`src/rtl/wb_pkg.sv`:
```
// Shared encodings and helpers for the write-back stage.
package wb_pkg;

    // Write-data source select.
    typedef enum logic [1:0] {
        WB_ALU  = 2'b00,
        WB_MEM  = 2'b01,
        WB_LINK = 2'b10,
        WB_IMM  = 2'b11
    } wb_sel_e;

    // Load width; 2'b11 is not named and behaves as a word.
    typedef enum logic [1:0] {
        LS_BYTE = 2'b00,
        LS_HALF = 2'b01,
        LS_WORD = 2'b10
    } load_size_e;

    // A half is misaligned on an odd address, a word on any non-zero offset.
    function automatic logic is_misaligned(input logic [1:0] size, input logic [1:0] addr_lo);
        logic mis;
        mis = 1'b0;
        case (size)
            LS_BYTE: mis = 1'b0;
            LS_HALF: mis = addr_lo[0];
            default: mis = (addr_lo != 2'b00);
        endcase
        return mis;
    endfunction

endpackage

```
`src/rtl/load_extract.sv`:
```
// Byte-lane selection and sign/zero extension of load data.
module load_extract
    import wb_pkg::*;
#(
    parameter int unsigned N = 32
) (
    input  logic [N-1:0] data_i,
    input  logic [1:0]   addr_lo_i,
    input  logic [1:0]   size_i,
    input  logic         unsigned_i,
    output logic [N-1:0] result_o
);

    logic [7:0]  byte_sel;
    logic [15:0] half_sel;

    // Pick the addressed lane, then extend it to the full datapath width.
    always_comb begin
        byte_sel = data_i[7:0];
        unique case (addr_lo_i)
            2'd0: byte_sel = data_i[7:0];
            2'd1: byte_sel = data_i[15:8];
            2'd2: byte_sel = data_i[23:16];
            2'd3: byte_sel = data_i[31:24];
        endcase
        // Halves ignore addr_lo[0]; misalignment is flagged elsewhere.
        half_sel = addr_lo_i[1] ? data_i[31:16] : data_i[15:0];

        result_o = data_i;
        case (size_i)
            LS_BYTE: result_o = {{(N-8){~unsigned_i & byte_sel[7]}}, byte_sel};
            LS_HALF: result_o = {{(N-16){~unsigned_i & half_sel[15]}}, half_sel};
            default: result_o = data_i;
        endcase
    end

endmodule

```
`src/rtl/wb_stage_reg.sv`:
```
// Write-back pipeline register with load alignment and a retire counter.
module wb_stage_reg
    import wb_pkg::*;
#(
    parameter int unsigned N     = 32,
    parameter int unsigned N_REG = 256,
    parameter int unsigned CNT_W = 32,
    localparam int unsigned R    = $clog2(N_REG)
) (
    input  logic             clk,
    input  logic             reset,
    input  logic             in_valid,
    input  logic             stall,
    input  logic             flush,
    input  logic [1:0]       wb_sel,
    input  logic [1:0]       load_size,
    input  logic             load_unsigned,
    input  logic [1:0]       addr_lo,
    input  logic [N-1:0]     read_data,
    input  logic [N-1:0]     alu_out,
    input  logic [N-1:0]     link_addr,
    input  logic [N-1:0]     imm,
    input  logic             reg_write,
    input  logic [R-1:0]     write_reg,
    output logic [N-1:0]     write_data_wb,
    output logic             reg_write_wb,
    output logic [R-1:0]     write_reg_wb,
    output logic             valid_wb,
    output logic             misaligned_wb,
    output logic [CNT_W-1:0] retired_cnt
);

    logic             valid_q, valid_d;
    logic [1:0]       wb_sel_q;
    logic [1:0]       load_size_q;
    logic             load_unsigned_q;
    logic [1:0]       addr_lo_q;
    logic [N-1:0]     read_data_q;
    logic [N-1:0]     alu_out_q;
    logic [N-1:0]     link_addr_q;
    logic [N-1:0]     imm_q;
    logic             reg_write_q;
    logic [R-1:0]     write_reg_q;
    logic [CNT_W-1:0] cnt_q, cnt_d;
    logic [N-1:0]     load_data;

    // Flush wins over stall; otherwise a stall holds the slot.
    always_comb begin
        valid_d = valid_q;
        if (flush) begin
            valid_d = 1'b0;
        end else if (!stall) begin
            valid_d = in_valid;
        end
    end

    // An instruction retires on the edge it leaves WB, so a stalled one counts once.
    always_comb begin
        cnt_d = cnt_q;
        if (valid_q && !stall) begin
            cnt_d = cnt_q + {{(CNT_W-1){1'b0}}, 1'b1};
        end
    end

    // WB register: payload follows stall only, the slot valid follows flush too.
    always_ff @(posedge clk or negedge reset) begin
        if (!reset) begin
            valid_q         <= 1'b0;
            wb_sel_q        <= WB_ALU;
            load_size_q     <= LS_BYTE;
            load_unsigned_q <= 1'b0;
            addr_lo_q       <= 2'b00;
            read_data_q     <= '0;
            alu_out_q       <= '0;
            link_addr_q     <= '0;
            imm_q           <= '0;
            reg_write_q     <= 1'b0;
            write_reg_q     <= '0;
        end else begin
            valid_q <= valid_d;
            if (!stall) begin
                wb_sel_q        <= wb_sel;
                load_size_q     <= load_size;
                load_unsigned_q <= load_unsigned;
                addr_lo_q       <= addr_lo;
                read_data_q     <= read_data;
                alu_out_q       <= alu_out;
                link_addr_q     <= link_addr;
                imm_q           <= imm;
                reg_write_q     <= reg_write;
                write_reg_q     <= write_reg;
            end
        end
    end

    // Retire counter; wraps silently.
    always_ff @(posedge clk or negedge reset) begin
        if (!reset) begin
            cnt_q <= '0;
        end else begin
            cnt_q <= cnt_d;
        end
    end

    load_extract #(
        .N (N)
    ) u_load_extract (
        .data_i     (read_data_q),
        .addr_lo_i  (addr_lo_q),
        .size_i     (load_size_q),
        .unsigned_i (load_unsigned_q),
        .result_o   (load_data)
    );

    // Output mux and write qualification from the registered slot.
    always_comb begin
        write_data_wb = alu_out_q;
        case (wb_sel_q)
            WB_ALU:  write_data_wb = alu_out_q;
            WB_MEM:  write_data_wb = load_data;
            WB_LINK: write_data_wb = link_addr_q;
            WB_IMM:  write_data_wb = imm_q;
            default: write_data_wb = alu_out_q;
        endcase
        misaligned_wb = valid_q && (wb_sel_q == WB_MEM) && is_misaligned(load_size_q, addr_lo_q);
        reg_write_wb  = valid_q && reg_write_q && (write_reg_q != '0) && !misaligned_wb;
    end

    assign write_reg_wb = write_reg_q;
    assign valid_wb     = valid_q;
    assign retired_cnt  = cnt_q;

endmodule

```
`config.mk`:
```
export PLATFORM = sky130hd
export DESIGN_NAME = wb_stage_reg
export DESIGN_NICKNAME = d
export VERILOG_FILES = /design/src/rtl/wb_pkg.sv /design/src/rtl/load_extract.sv /design/src/rtl/wb_stage_reg.sv
export SDC_FILE = /design/constraint.sdc
export NUM_CORES = 1
export LEC_CHECK = 0
export ABC_AREA = 1
export CAP_MARGIN = 40
export CORE_MARGIN = 3
export CORE_UTILIZATION = 38
export CTS_CLUSTER_SIZE = 14
export DETAILED_ROUTE_END_ITERATION = 8
export GPL_ROUTABILITY_DRIVEN = 0
export HOLD_SLACK_MARGIN = 0.12
export MAX_ROUTING_LAYER = met4
export PLACE_DENSITY = 0.75
export RECOVER_POWER = 50
export SLEW_MARGIN = 30
export SYNTH_ARGS = -nofsm -noshare
export SYNTH_HDL_FRONTEND = slang
export SYNTH_SLANG_ARGS = --single-unit
export TNS_END_PERCENT = 50
```
`constraint.sdc`:
```
create_clock -name clk -period 2.8 [get_ports clk]
set_input_delay 0.84 -clock clk [delete_from_list [all_inputs] [get_ports clk]]
set_output_delay 0.84 -clock clk [all_outputs]
set_load 0.02 [all_outputs]
```
==> out/results.ini <==
[worst_setup_path]
cp.required_ns=1.96
endpoint_kind=primary output
crit_start=addr_lo_q[1]
crit_path_start_kind=register
cp.arrival_ns=2.07
crit_chain=buf_6 -> nor2_4 -> a21oi_4 -> nand3_4 -> nand3_4 -> clkbuf_16 -> nand2_2 -> nand3_2 -> buf_6
cpMaxStageDelayCell=dfrtp_2
cp_slowest_stage_delay_ns=0.48
path_class=register to primary output
r2r_start=retired_cnt[0]
path_max_fanout=6

[sta]
setup_violations=18
fin_crit_sh=1.04
worstMarginPinSlew_ns=1.90
rsz0062_at_grt=yes
layout_setup_ws_ns=-0.108
clock_skew_ns=0.00997
holdWs_ns=0.474
drv_slew=33
min_period_ns=2.91
fmax_mhz=344
hold_violations=0
relSlewSlack=-0.265

[clocking]
cts.path.max_buffers=2
clock-sinks=177
ctsRootBufferMaster=clkbuf_16
numCtsBuffers=17
tritoncts=built
clock_latency_ns=0.43
clk_pin_slew_ns=0.07
htree_levels=4

[logic_synthesis]
synth_top_cell_by_area=dfrtp_1
syn_area_sq_um=9210
synth-simple-area-share=0.394
synth.net_count=1437
synth_top_family_by_area=simple AND/OR/NAND/NOR gates
synth_compound_area_frac=0.0426
synth.distinct_cells=36
synth.area.top_cells=dfrtp_1 (48%), nand2_1 (27%), nand3_1 (6.2%), inv_1 (3.1%), nor2_1 (3.0%)
synthAdderAreaFrac=0.00136
async_flop_share=1.00
syn_inst=1287
synth_edf_count=0
muxShareOfSynthArea=0
synth_xor_area_frac=0.0162
ys.flop_type=dfrtp_1
ys_warn_count=0
synth_top_area_share=0.481
synth-seq-cells=177
syn_avg_cell_area_sq_um=7.16
yosysSeqAreaShare=0.481

[pwr]
p_sw_frac=0.323
pwr-share-comb=0.245
p_switching_w=0.00224
power.share.clock=0.330
p_leak_nw=6.32
cellPowerDensity_nw_per_um2=545
cell_internal_pwr_w=0.00470
p_seq_frac=0.425
ir_drop_v=0.000363

[place]
hpwl_microns=22300
io_buffers=223
pre_cts_ws_ns=-0.0317

[detailed_routing]
viasPerCell=5.05
drt_iter0_drc=828
vias=9343
postRouteWirelength_microns=30900
ant_nets=0
dr.pass1.iters=7
drc=0
wl_per_cell_microns=16.7

[die]
die_height_microns=162
core_area_sq_um=23700
ioPinCount=224
dieArea_sq_um=26100
initial_utilization=0.389
die_w_microns=162
rows=56

[finish]
drive_above_1_share=0.122
area_delta_synth_final_pct=38.3
fillCellCount=2220
nNetsFinal=1663

[global_routing]
grt_max_degree=118
grt_pass1_wl_microns=48000
grt_usage=0.239
grt_antenna_before_repair=6
grt_pass1_vias=9005
grt_overflow_total=0

[status]
failed_checks=max-capacitance violations, max-slew violations, negative setup slack
status=complete, but fails checks

[worst_hold_path]
hold_path_class=register to register
holdCritStartpoint=link_addr_q[15]

[run]
maxCapViolations=1

==> worst max-delay path: cells and delay by family, from the launching register on <==
| family | cells | cell delay (ns) |
|---|---|---|
| and+or+nand+nor | 5 | 0.55 |
| AOI/OAI and AO/OA | 1 | 0.09 |
| DFF | 1 | 0.48 |
| buffers and inverters | 3 | 0.51 |
==> sequential cells by signal, indices dropped and copies added (netlist names) <==
| register | flops |
|---|---|
| alu_out_q | 32 |
| imm_q | 32 |
| link_addr_q | 32 |
| read_data_q | 32 |
| retired_cnt | 32 |
| write_reg_wb | 8 |
| addr_lo_q | 2 |
| load_size_q | 2 |
| wb_sel_q | 2 |
| load_unsigned_q | 1 |
| reg_write_q | 1 |
| valid_wb | 1 |
==> per-stage QoR <==
step	utilization	cell area (sq um)	cells	total power, W	TNS, ns
floorplan	-	9210	1287	0.00376	0
global placement	0.501	11900	1798	0.00455	0
detailed placement	0.501	11900	1798	0.00458	-0.151
CTS	0.530	12500	1837	0.00691	-0.537
global route	0.538	12700	1851	0.00729	-3.81
finish	0.538	12700	1851	0.00695	-1.04
==> kinds of logic after synthesis <==
logic type / count (synthesis)
simple gates: 879
xor+xnor: 17
compound gates: 68
fa+ha+maj: 1
flops: 177
buf+inv: 145
==> worst paths after layout <==
kind,slack [ns],cells after the start,to
min reg2reg,0.47,2,link_addr_q[15]
min,0.47,2,link_addr_q[15]
max,-0.11,9,write_data_wb[23]
min in group asynchronous,0.93,1,read_data_q[4]
max reg2reg,1.08,8,retired_cnt[24]
max in group asynchronous,0.41,2,imm_q[12]
==> layout make-up <==
class,instances,area [sq um],share of cell area
well taps,319,399,0.0313
inverters,82,314,0.0246
flip-flops and latches,177,4430,0.348
clock inverters,14,120,0.00942
multi-input cells,966,4390,0.344
diodes,6,15.0,0.00118
clock buffers,18,439,0.0345
repair buffers,269,2640,0.207
==> cell usage in the layout, fill, tap and decap left out, types with 3 or more instances in the layout <==
cell type / synthesis / layout
nand4_1: 4 / 4
dfrtp_2: 0 / 4
a21oi_1: 19 / 15
nand2_2: 2 / 12
nand2_4: 1 / 4
clkdlybuf4s50_1: 0 / 187
inv_8: 0 / 3
nor2_1: 74 / 69
a21oi_2: 0 / 4
o211ai_1: 10 / 10
inv_2: 5 / 4
nor2_4: 2 / 4
nand3_1: 114 / 98
o21ai_0: 31 / 29
inv_6: 0 / 5
inv_1: 77 / 75
nand3_2: 2 / 18
xor2_1: 11 / 11
buf_6: 3 / 23
buf_4: 2 / 37
nand3_4: 2 / 3
buf_12: 0 / 5
dfrtp_1: 177 / 173
o22ai_1: 4 / 3
clkbuf_16: 0 / 18
diode_2: 0 / 6
nor2_2: 5 / 8
buf_2: 18 / 9
nand2_1: 654 / 641
nand3b_1: 11 / 11
xnor2_1: 6 / 6
clkdlybuf4s15_2: 0 / 3
==> synthesized netlist by cell type (3+ instances only) <==
library cell	instances
inv_1	77
xor2_1	11
nand4_1	4
o22ai_1	4
nor2_2	5
buf_2	18
a21oi_1	19
clkbuf_1	31
nand3_1	114
buf_1	9
nand3b_1	11
xnor2_1	6
o211ai_1	10
o21ai_0	31
nand2_1	654
dfrtp_1	177
nor2_1	74
buf_6	3
inv_2	5
==> what timing repair did <==
item                                    in CTS  in global routing
setup buffers                                6                  7
gates cloned                                 1                  1
resized for setup                          169                 63
hold buffers                                 0                  0
pin swaps                                    3                  5
endpoints found under the setup margin      34                 34
==> routing by layer <==
layer  wire length, microns  part of all wire  track usage  up-vias
li1                       -                 -            -     4445
met1                  13300              0.43        0.324     4328
met2                  13600              0.44        0.347      477
met3                   2570             0.083       0.0548       93
met4                   1380             0.045        0.103        0
met5                      0                 0            -        -
==> power groups by stage <==
stage / sequential (W) / combinational [W] / clock, W
6_report: 0.00295 / 0.00170 / 0.00229
3_3_place_gp: 0.00298 / 0.00157 / 0
2_1_floorplan: 0.00299 / 0.000764 / 0
5_1_grt: 0.00297 / 0.00185 / 0.00246
4_1_cts: 0.00295 / 0.00162 / 0.00234
3_5_place_dp: 0.00299 / 0.00159 / 0
Power figures use the tool's default switching activity.
